`config.mk`:
```
export PLATFORM = sky130hd
export DESIGN_NAME = lsu_byte_sequencer_flat
export DESIGN_NICKNAME = d
export VERILOG_FILES = /design/src/rtl/lsu_byte_sequencer_if.sv /design/src/rtl/lsu_byte_sequencer.sv /design/src/flat_wrapper.sv
export SDC_FILE = /design/constraint.sdc
export NUM_CORES = 1
export LEC_CHECK = 0
export CORE_MARGIN = 2
export CORE_UTILIZATION = 24
export DETAILED_ROUTE_END_ITERATION = 16
export PLACE_DENSITY_LB_ADDON = 0.05
export RECOVER_POWER = 25
export SLEW_MARGIN = 30
export SYNTH_ARGS = -nofsm -noshare
export SYNTH_HDL_FRONTEND = slang
export SYNTH_SLANG_ARGS = --single-unit
```
`constraint.sdc`:
```
create_clock -name clk -period 3 [get_ports clk]
set_input_delay 0.6 -clock clk [delete_from_list [all_inputs] [get_ports clk]]
set_output_delay 0.6 -clock clk [all_outputs]
set_load 0.05 [all_outputs]
```
`src/rtl/lsu_byte_sequencer_if.sv`:
```
// rtl/lsu_byte_sequencer_if.sv - pipeline request and byte-memory bundle for lsu_byte_sequencer
// Optional LSU_MISALIGN_TRAP_EN adds the misalign signal.
interface lsu_byte_sequencer_if #(
    parameter int AW = 12
);
    logic          req;
    logic          memread;
    logic          memwrite;
    logic [1:0]    length;
    logic          sign;
    logic [31:0]   address;
    logic [31:0]   wdata;
    logic          ready;
    logic          busy;
    logic          done;
    logic [31:0]   rdata;
    logic [AW-1:0] mem_addr;
    logic          mem_we;
    logic          mem_re;
    logic [7:0]    mem_wdata;
    logic [7:0]    mem_rdata;
`ifdef LSU_MISALIGN_TRAP_EN
    logic          misalign;
`endif

    modport slave (
`ifdef LSU_MISALIGN_TRAP_EN
        output misalign,
`endif
        input  req, memread, memwrite, length, sign, address, wdata, mem_rdata,
        output ready, busy, done, rdata, mem_addr, mem_we, mem_re, mem_wdata
    );

    modport master (
`ifdef LSU_MISALIGN_TRAP_EN
        input  misalign,
`endif
        output req, memread, memwrite, length, sign, address, wdata, mem_rdata,
        input  ready, busy, done, rdata, mem_addr, mem_we, mem_re, mem_wdata
    );
endinterface

```
`src/rtl/lsu_byte_sequencer.sv`:
```
// rtl/lsu_byte_sequencer.sv - splits loads/stores into little-endian byte beats on a single-port memory
// Optional LSU_MISALIGN_TRAP_EN: misaligned half/word requests complete at once with misalign=1.
module lsu_byte_sequencer #(
    parameter int AW = 12
) (
    input  logic                 clk,
    input  logic                 rstn,
    lsu_byte_sequencer_if.slave  bus
);
    typedef enum logic [1:0] {IDLE, WRITE, READ, DONE} state_e;

    state_e        state_q;
    logic [AW-1:0] base_q;
    logic [AW-1:0] mem_addr_q;
    logic [31:0]   wdata_q;
    logic [31:0]   asm_q;
    logic [31:0]   asm_d;
    logic [31:0]   rdata_q;
    logic [31:0]   rdata_d;
    logic [1:0]    length_q;
    logic          sign_q;
    logic [2:0]    cnt_q;
    logic [2:0]    nbeats_q;
    logic          mem_we_q;
    logic          mem_re_q;
    logic          done_q;
    logic [7:0]    mem_wdata_q;
    logic [2:0]    cnt_nx;
    logic [1:0]    cap_idx;
    logic [AW-1:0] addr_nx;
    logic [2:0]    req_beats;
`ifdef LSU_MISALIGN_TRAP_EN
    logic          misalign_q;
    logic          req_misaligned;
`endif

    wire unused_addr_hi = ^bus.address[31:AW];

    always_comb begin
        case (bus.length)
            2'b01:   req_beats = 3'd1;
            2'b10:   req_beats = 3'd2;
            default: req_beats = 3'd4;
        endcase
    end

`ifdef LSU_MISALIGN_TRAP_EN
    assign req_misaligned = (bus.length == 2'b10) ? bus.address[0]
                          : (bus.length == 2'b01) ? 1'b0
                          : (bus.address[1:0] != 2'b00);
`endif

    assign cnt_nx  = cnt_q + 3'd1;
    // Byte returned this cycle belongs to the beat issued in the previous cycle.
    assign cap_idx = cnt_q[1:0] - 2'd1;
    assign addr_nx = base_q + AW'(cnt_nx);

    always_comb begin
        asm_d = asm_q;
        if (state_q == READ && cnt_q != 3'd0) begin
            asm_d[{cap_idx, 3'b000} +: 8] = bus.mem_rdata;
        end
        case (length_q)
            2'b01:   rdata_d = {{24{sign_q & asm_d[7]}}, asm_d[7:0]};
            2'b10:   rdata_d = {{16{sign_q & asm_d[15]}}, asm_d[15:0]};
            default: rdata_d = asm_d;
        endcase
    end

    always_ff @(posedge clk or negedge rstn) begin
        if (!rstn) begin
            state_q     <= IDLE;
            base_q      <= '0;
            mem_addr_q  <= '0;
            wdata_q     <= '0;
            asm_q       <= '0;
            rdata_q     <= '0;
            length_q    <= '0;
            sign_q      <= 1'b0;
            cnt_q       <= '0;
            nbeats_q    <= '0;
            mem_we_q    <= 1'b0;
            mem_re_q    <= 1'b0;
            done_q      <= 1'b0;
            mem_wdata_q <= '0;
`ifdef LSU_MISALIGN_TRAP_EN
            misalign_q  <= 1'b0;
`endif
        end else begin
            mem_we_q <= 1'b0;
            mem_re_q <= 1'b0;
            done_q   <= 1'b0;
`ifdef LSU_MISALIGN_TRAP_EN
            misalign_q <= 1'b0;
`endif
            case (state_q)
                IDLE: begin
                    if (bus.req && (bus.memread || bus.memwrite)) begin
                        base_q   <= bus.address[AW-1:0];
                        wdata_q  <= bus.wdata;
                        length_q <= bus.length;
                        sign_q   <= bus.sign;
                        nbeats_q <= req_beats;
                        cnt_q    <= '0;
                        asm_q    <= '0;
`ifdef LSU_MISALIGN_TRAP_EN
                        if (req_misaligned) begin
                            state_q    <= DONE;
                            done_q     <= 1'b1;
                            misalign_q <= 1'b1;
                        end else
`endif
                        if (bus.memwrite) begin
                            state_q     <= WRITE;
                            mem_we_q    <= 1'b1;
                            mem_addr_q  <= bus.address[AW-1:0];
                            mem_wdata_q <= bus.wdata[7:0];
                        end else begin
                            state_q    <= READ;
                            mem_re_q   <= 1'b1;
                            mem_addr_q <= bus.address[AW-1:0];
                        end
                    end
                end
                WRITE: begin
                    if (cnt_nx == nbeats_q) begin
                        state_q <= DONE;
                        done_q  <= 1'b1;
                    end else begin
                        cnt_q       <= cnt_nx;
                        mem_we_q    <= 1'b1;
                        mem_addr_q  <= addr_nx;
                        mem_wdata_q <= wdata_q[{cnt_nx[1:0], 3'b000} +: 8];
                    end
                end
                READ: begin
                    asm_q <= asm_d;
                    if (cnt_q == nbeats_q) begin
                        state_q <= DONE;
                        done_q  <= 1'b1;
                        rdata_q <= rdata_d;
                    end else begin
                        cnt_q <= cnt_nx;
                        if (cnt_nx != nbeats_q) begin
                            mem_re_q   <= 1'b1;
                            mem_addr_q <= addr_nx;
                        end
                    end
                end
                default: begin
                    state_q <= IDLE;
                end
            endcase
        end
    end

    assign bus.ready     = (state_q == IDLE);
    assign bus.busy      = (state_q != IDLE);
    assign bus.done      = done_q;
    assign bus.rdata     = rdata_q;
    assign bus.mem_addr  = mem_addr_q;
    assign bus.mem_we    = mem_we_q;
    assign bus.mem_re    = mem_re_q;
    assign bus.mem_wdata = mem_wdata_q;
`ifdef LSU_MISALIGN_TRAP_EN
    assign bus.misalign  = misalign_q;
`endif
endmodule

```
`src/flat_wrapper.sv`:
```
// flat-port wrapper written by rule: the top's interface ports become plain ports
module lsu_byte_sequencer_flat 
#(
    parameter int AW = 12
)
  (clk, rstn, bus_req, bus_memread, bus_memwrite, bus_length, bus_sign, bus_address, bus_wdata, bus_mem_rdata, bus_ready, bus_busy, bus_done, bus_rdata, bus_mem_addr, bus_mem_we, bus_mem_re, bus_mem_wdata);
  lsu_byte_sequencer_if #(.AW(AW)) bus_i ();
  input  logic clk;
  input  logic rstn;
  input wire logic [$bits(bus_i.req)-1:0] bus_req;
  input wire logic [$bits(bus_i.memread)-1:0] bus_memread;
  input wire logic [$bits(bus_i.memwrite)-1:0] bus_memwrite;
  input wire logic [$bits(bus_i.length)-1:0] bus_length;
  input wire logic [$bits(bus_i.sign)-1:0] bus_sign;
  input wire logic [$bits(bus_i.address)-1:0] bus_address;
  input wire logic [$bits(bus_i.wdata)-1:0] bus_wdata;
  input wire logic [$bits(bus_i.mem_rdata)-1:0] bus_mem_rdata;
  output wire logic [$bits(bus_i.ready)-1:0] bus_ready;
  output wire logic [$bits(bus_i.busy)-1:0] bus_busy;
  output wire logic [$bits(bus_i.done)-1:0] bus_done;
  output wire logic [$bits(bus_i.rdata)-1:0] bus_rdata;
  output wire logic [$bits(bus_i.mem_addr)-1:0] bus_mem_addr;
  output wire logic [$bits(bus_i.mem_we)-1:0] bus_mem_we;
  output wire logic [$bits(bus_i.mem_re)-1:0] bus_mem_re;
  output wire logic [$bits(bus_i.mem_wdata)-1:0] bus_mem_wdata;
  assign bus_i.req = bus_req;
  assign bus_i.memread = bus_memread;
  assign bus_i.memwrite = bus_memwrite;
  assign bus_i.length = bus_length;
  assign bus_i.sign = bus_sign;
  assign bus_i.address = bus_address;
  assign bus_i.wdata = bus_wdata;
  assign bus_i.mem_rdata = bus_mem_rdata;
  assign bus_ready = bus_i.ready;
  assign bus_busy = bus_i.busy;
  assign bus_done = bus_i.done;
  assign bus_rdata = bus_i.rdata;
  assign bus_mem_addr = bus_i.mem_addr;
  assign bus_mem_we = bus_i.mem_we;
  assign bus_mem_re = bus_i.mem_re;
  assign bus_mem_wdata = bus_i.mem_wdata;
  lsu_byte_sequencer #(.AW(AW)) u_core (.clk(clk), .rstn(rstn), .bus(bus_i));
endmodule
```
==> qor.txt <==
EDFF count, synth: 0
Core area: 27900 um^2
Yosys reg bits: 142
Synthesized area per cell: 11.1 um^2
# port buffers: 116
Synth warnings: 0
ANT cells: 0
Hold_sp: u_core.bus.mem_wdata[6]$_DFFE_PN0P_
Most used flip-flop cell after synthesis: dfrtp_1
Syn Std Cell Area: 6860 um^2
Reg2reg path depth: 7
Synth top area share: 51.8%
Dpl hpwl: 13500 um
FP Rows: 61
Final Util: 32.6%
DR vias/cell: 4.53
Ys async rst share: 100%
Initial Util: 24.6%
Status: complete, but fails checks
Crit path kind: reg2out
Leakage power: 3.77 nW
CP arrival: 2190 ps
Vias in the first global route: 5588
Most common cell on crit path: inv_1
Reg2reg end: u_core.bus.rdata[16]$_DFFE_PN0P_
Setup_tns: 0 ps
Slew Viols, Final: 59
Crit-path leading delay family: buffers and inverters
Max Cap Violations: 1
R2R Setup Slk: 350 ps
Failing checks: capacitance limit, slew limit
Worst r2r src: u_core.cnt_q[1]$_DFFE_PN0P_
Initial DRC Count: 234
Antenna viol nets, final: 0
Clock Skew: 17.1 ps
Cell depth of the worst setup path: 4
Die extent in x: 173 um
Drt first pass iters: 4
Worst Slack Setup Final: 209 ps
Max clock buf depth: 2
IO Pins: 137
Share of layout cells above drive strength 1: 16.7%
Vias: 5145
Layout overhead on the synthesized area: 32.7%
Root Buffer: clkbuf_16
Final wirelength: 19500 um
Post-CTS resize count: 0
Maximum clock rate: 0.358 GHz
Total setup buffers inserted after CTS: 0
Die area: 30000 um^2
Max stage delay cell, worst path: clkdlybuf4s50_1
CTS Sinks: 142
WHS Path Cells: 2
DRC: 0
Cell variety after synth: 48
CTS tree: yes
Cts bufs inserted: 17
H-tree lvl count: 4
Bufs and invs on worst path: 3
Max stage delay on crit path: 840 ps
GRT overflow: 0
Crit-path cells: inv_1 > ha_1 > inv_1 > clkdlybuf4s50_1
Clock latency on the worst-skew pair: 430 ps
Power Total: 11.3 mW
Crit path capture type: output port
Final min period: 2790 ps
Final setup vio count: 0
Clock Pin Slew Worst Setup and Hold Paths: 70 ps
Final Hold Slack: 486 ps
Largest net degree at the start of global routing: 59
Mapped Cells: 617
Worst setup SP type: register
Nets@finish: 843
VDD IR max: 459 uV
First-pass GRT wire length: 31200 um
Hold Path Sink: u_core.bus.mem_wdata[6]$_DFFE_PN0P_
Unrepaired setup endpoints after global routing: false
Worst Hold Class: reg2reg
Synth area leader: dfrtp_1
Die Ht: 173 um
Final-report hold violation count: 0
Least-Margin Pin Slew: 1580 ps
Total track usage: 13.4%
Pwr/cell area: 1240 nW/um^2
Routability cong.: 0.725
Hold buffer count at CTS: 0
WP data required: 2400 ps
Pre-CTS WS: 75.7 ps
Initial antenna violation count: 0
Post-Syn Nets: 714
Seq/Total Area, Yosys: 51.8%
Relative slew slack: -5.19%
Worst-path maximum fanout: 11
Post-DR wirelength/cell: 17.2 um
Largest cells by area after synthesis: dfrtp_1, mux2_2, nand2_1
Fin crit share: 93.0%
==> placed cells by master, fill, tap and decap left out, types with 5 or more instances in the layout <==
cell type	synthesis	routed
a21boi_0	9	9
a21o_1	5	5
a21oi_1	40	40
a22o_1	31	31
buf_4	2	23
clkbuf_16	0	17
clkdlybuf4s50_1	0	115
dfrtp_1	142	142
ha_1	16	16
inv_1	13	13
inv_6	0	5
mux2_2	50	50
mux2i_1	19	19
mux4_2	8	8
nand2_1	77	77
nand3_1	33	33
nor2_1	35	35
nor2b_1	10	10
o21ai_0	22	22
o21ai_1	11	11
o22a_1	8	8
o32a_1	8	8
xor2_1	10	10
==> power by group <==
part           internal, mW  switching [mW]
Clock                  1.08           0.943
Combinational          2.37            3.67
Sequential             2.71           0.492
Total                  6.16            5.10
==> cell families (layout without fill, tap and decap cells) <==
family	Yosys count	after routing	synth area share, %
and+or+nand+nor	175	175	11.9
AOI/OAI and AO/OA	146	146	14.6
DFF	142	142	51.8
muxes	77	77	13.6
buffers and inverters	45	187	2.81
adders and majority gates	17	17	3.21
xor gates and xnor gates	15	15	2.11
==> worst max-delay path by stage <==
| stage | startpoint | end | slack, ps |
|---|---|---|---|
| global placement | bus_memwrite | u_core.asm_q[5]$_DFFE_PN0P_ | 210 |
| CTS | u_core.state_q[0]$_DFFE_PN0P_ | bus_ready | 170 |
| global route | u_core.cnt_q[1]$_DFFE_PN0P_ | u_core.bus.rdata[18]$_DFFE_PN0P_ | 9 |
| floorplan | u_core.cnt_q[0]$_DFFE_PN0P_ | u_core.bus.mem_addr[10]$_DFFE_PN0P_ | 540 |
| finish | u_core.state_q[0]$_DFFE_PN0P_ | bus_busy | 210 |
| detailed placement | bus_memwrite | u_core.asm_q[4]$_DFFE_PN0P_ | 80 |
==> state kept, by name, summed over array words and instances (netlist names) <==
signal                count
u_core.asm_q             32
u_core.base_q            12
u_core.bus.done           1
u_core.bus.mem_addr      12
u_core.bus.mem_re         1
u_core.bus.mem_wdata      8
u_core.bus.mem_we         1
u_core.bus.rdata         32
u_core.cnt_q              3
u_core.length_q           2
u_core.nbeats_q           3
u_core.sign_q             1
u_core.state_q            2
u_core.wdata_q           32
==> routing by layer <==
metal	GRT usage, %	wire [um]	vias to the layer above
li1	-	-	2476
met1	16.4	8600	2569
met2	23.2	9860	89
met3	3.52	836	11
met4	3.92	246	0
met5	0	0	-
==> area by class of cell <==
type                    count  area [um^2]
fillers                  2906        18800
multi-input cells         430         3120
inverters                  13         48.8
repair buffers            142         1360
well taps                 378          473
clock inverters            15          128
flip-flops and latches    142         3550
clock buffers              17          425
==> synthesized netlist by cell type (2+ instances only) <==
cell type,count
a211oi_1,3
a21boi_0,9
a21o_1,5
a21oi_1,40
a22o_1,31
and3_1,3
buf_1,2
buf_2,7
buf_4,2
clkbuf_1,20
dfrtp_1,142
ha_1,16
inv_1,13
mux2_2,50
mux2i_1,19
mux4_2,8
nand2_1,77
nand2b_1,3
nand3_1,33
nand4_1,3
nor2_1,35
nor2b_1,10
nor3_1,3
nor4_2,2
o21ai_0,22
o21ai_1,11
o22a_1,8
o32a_1,8
xnor2_1,4
xor2_1,10
==> stage by stage <==
step / instance area, um^2 / std cells
after floorplan: 6860 / 617
after global placement: 8570 / 1105
after detailed placement: 8570 / 1105
after CTS: 9130 / 1137
after global routing: 9110 / 1137
final: 9110 / 1137
==> worst min-delay path, stage by stage, from the launching register on <==
cell and delay [ps]:
dfrtp_1 340, nand2_1 50, o21ai_0 60
No activity file was read; power rests on OpenSTA's default activity.
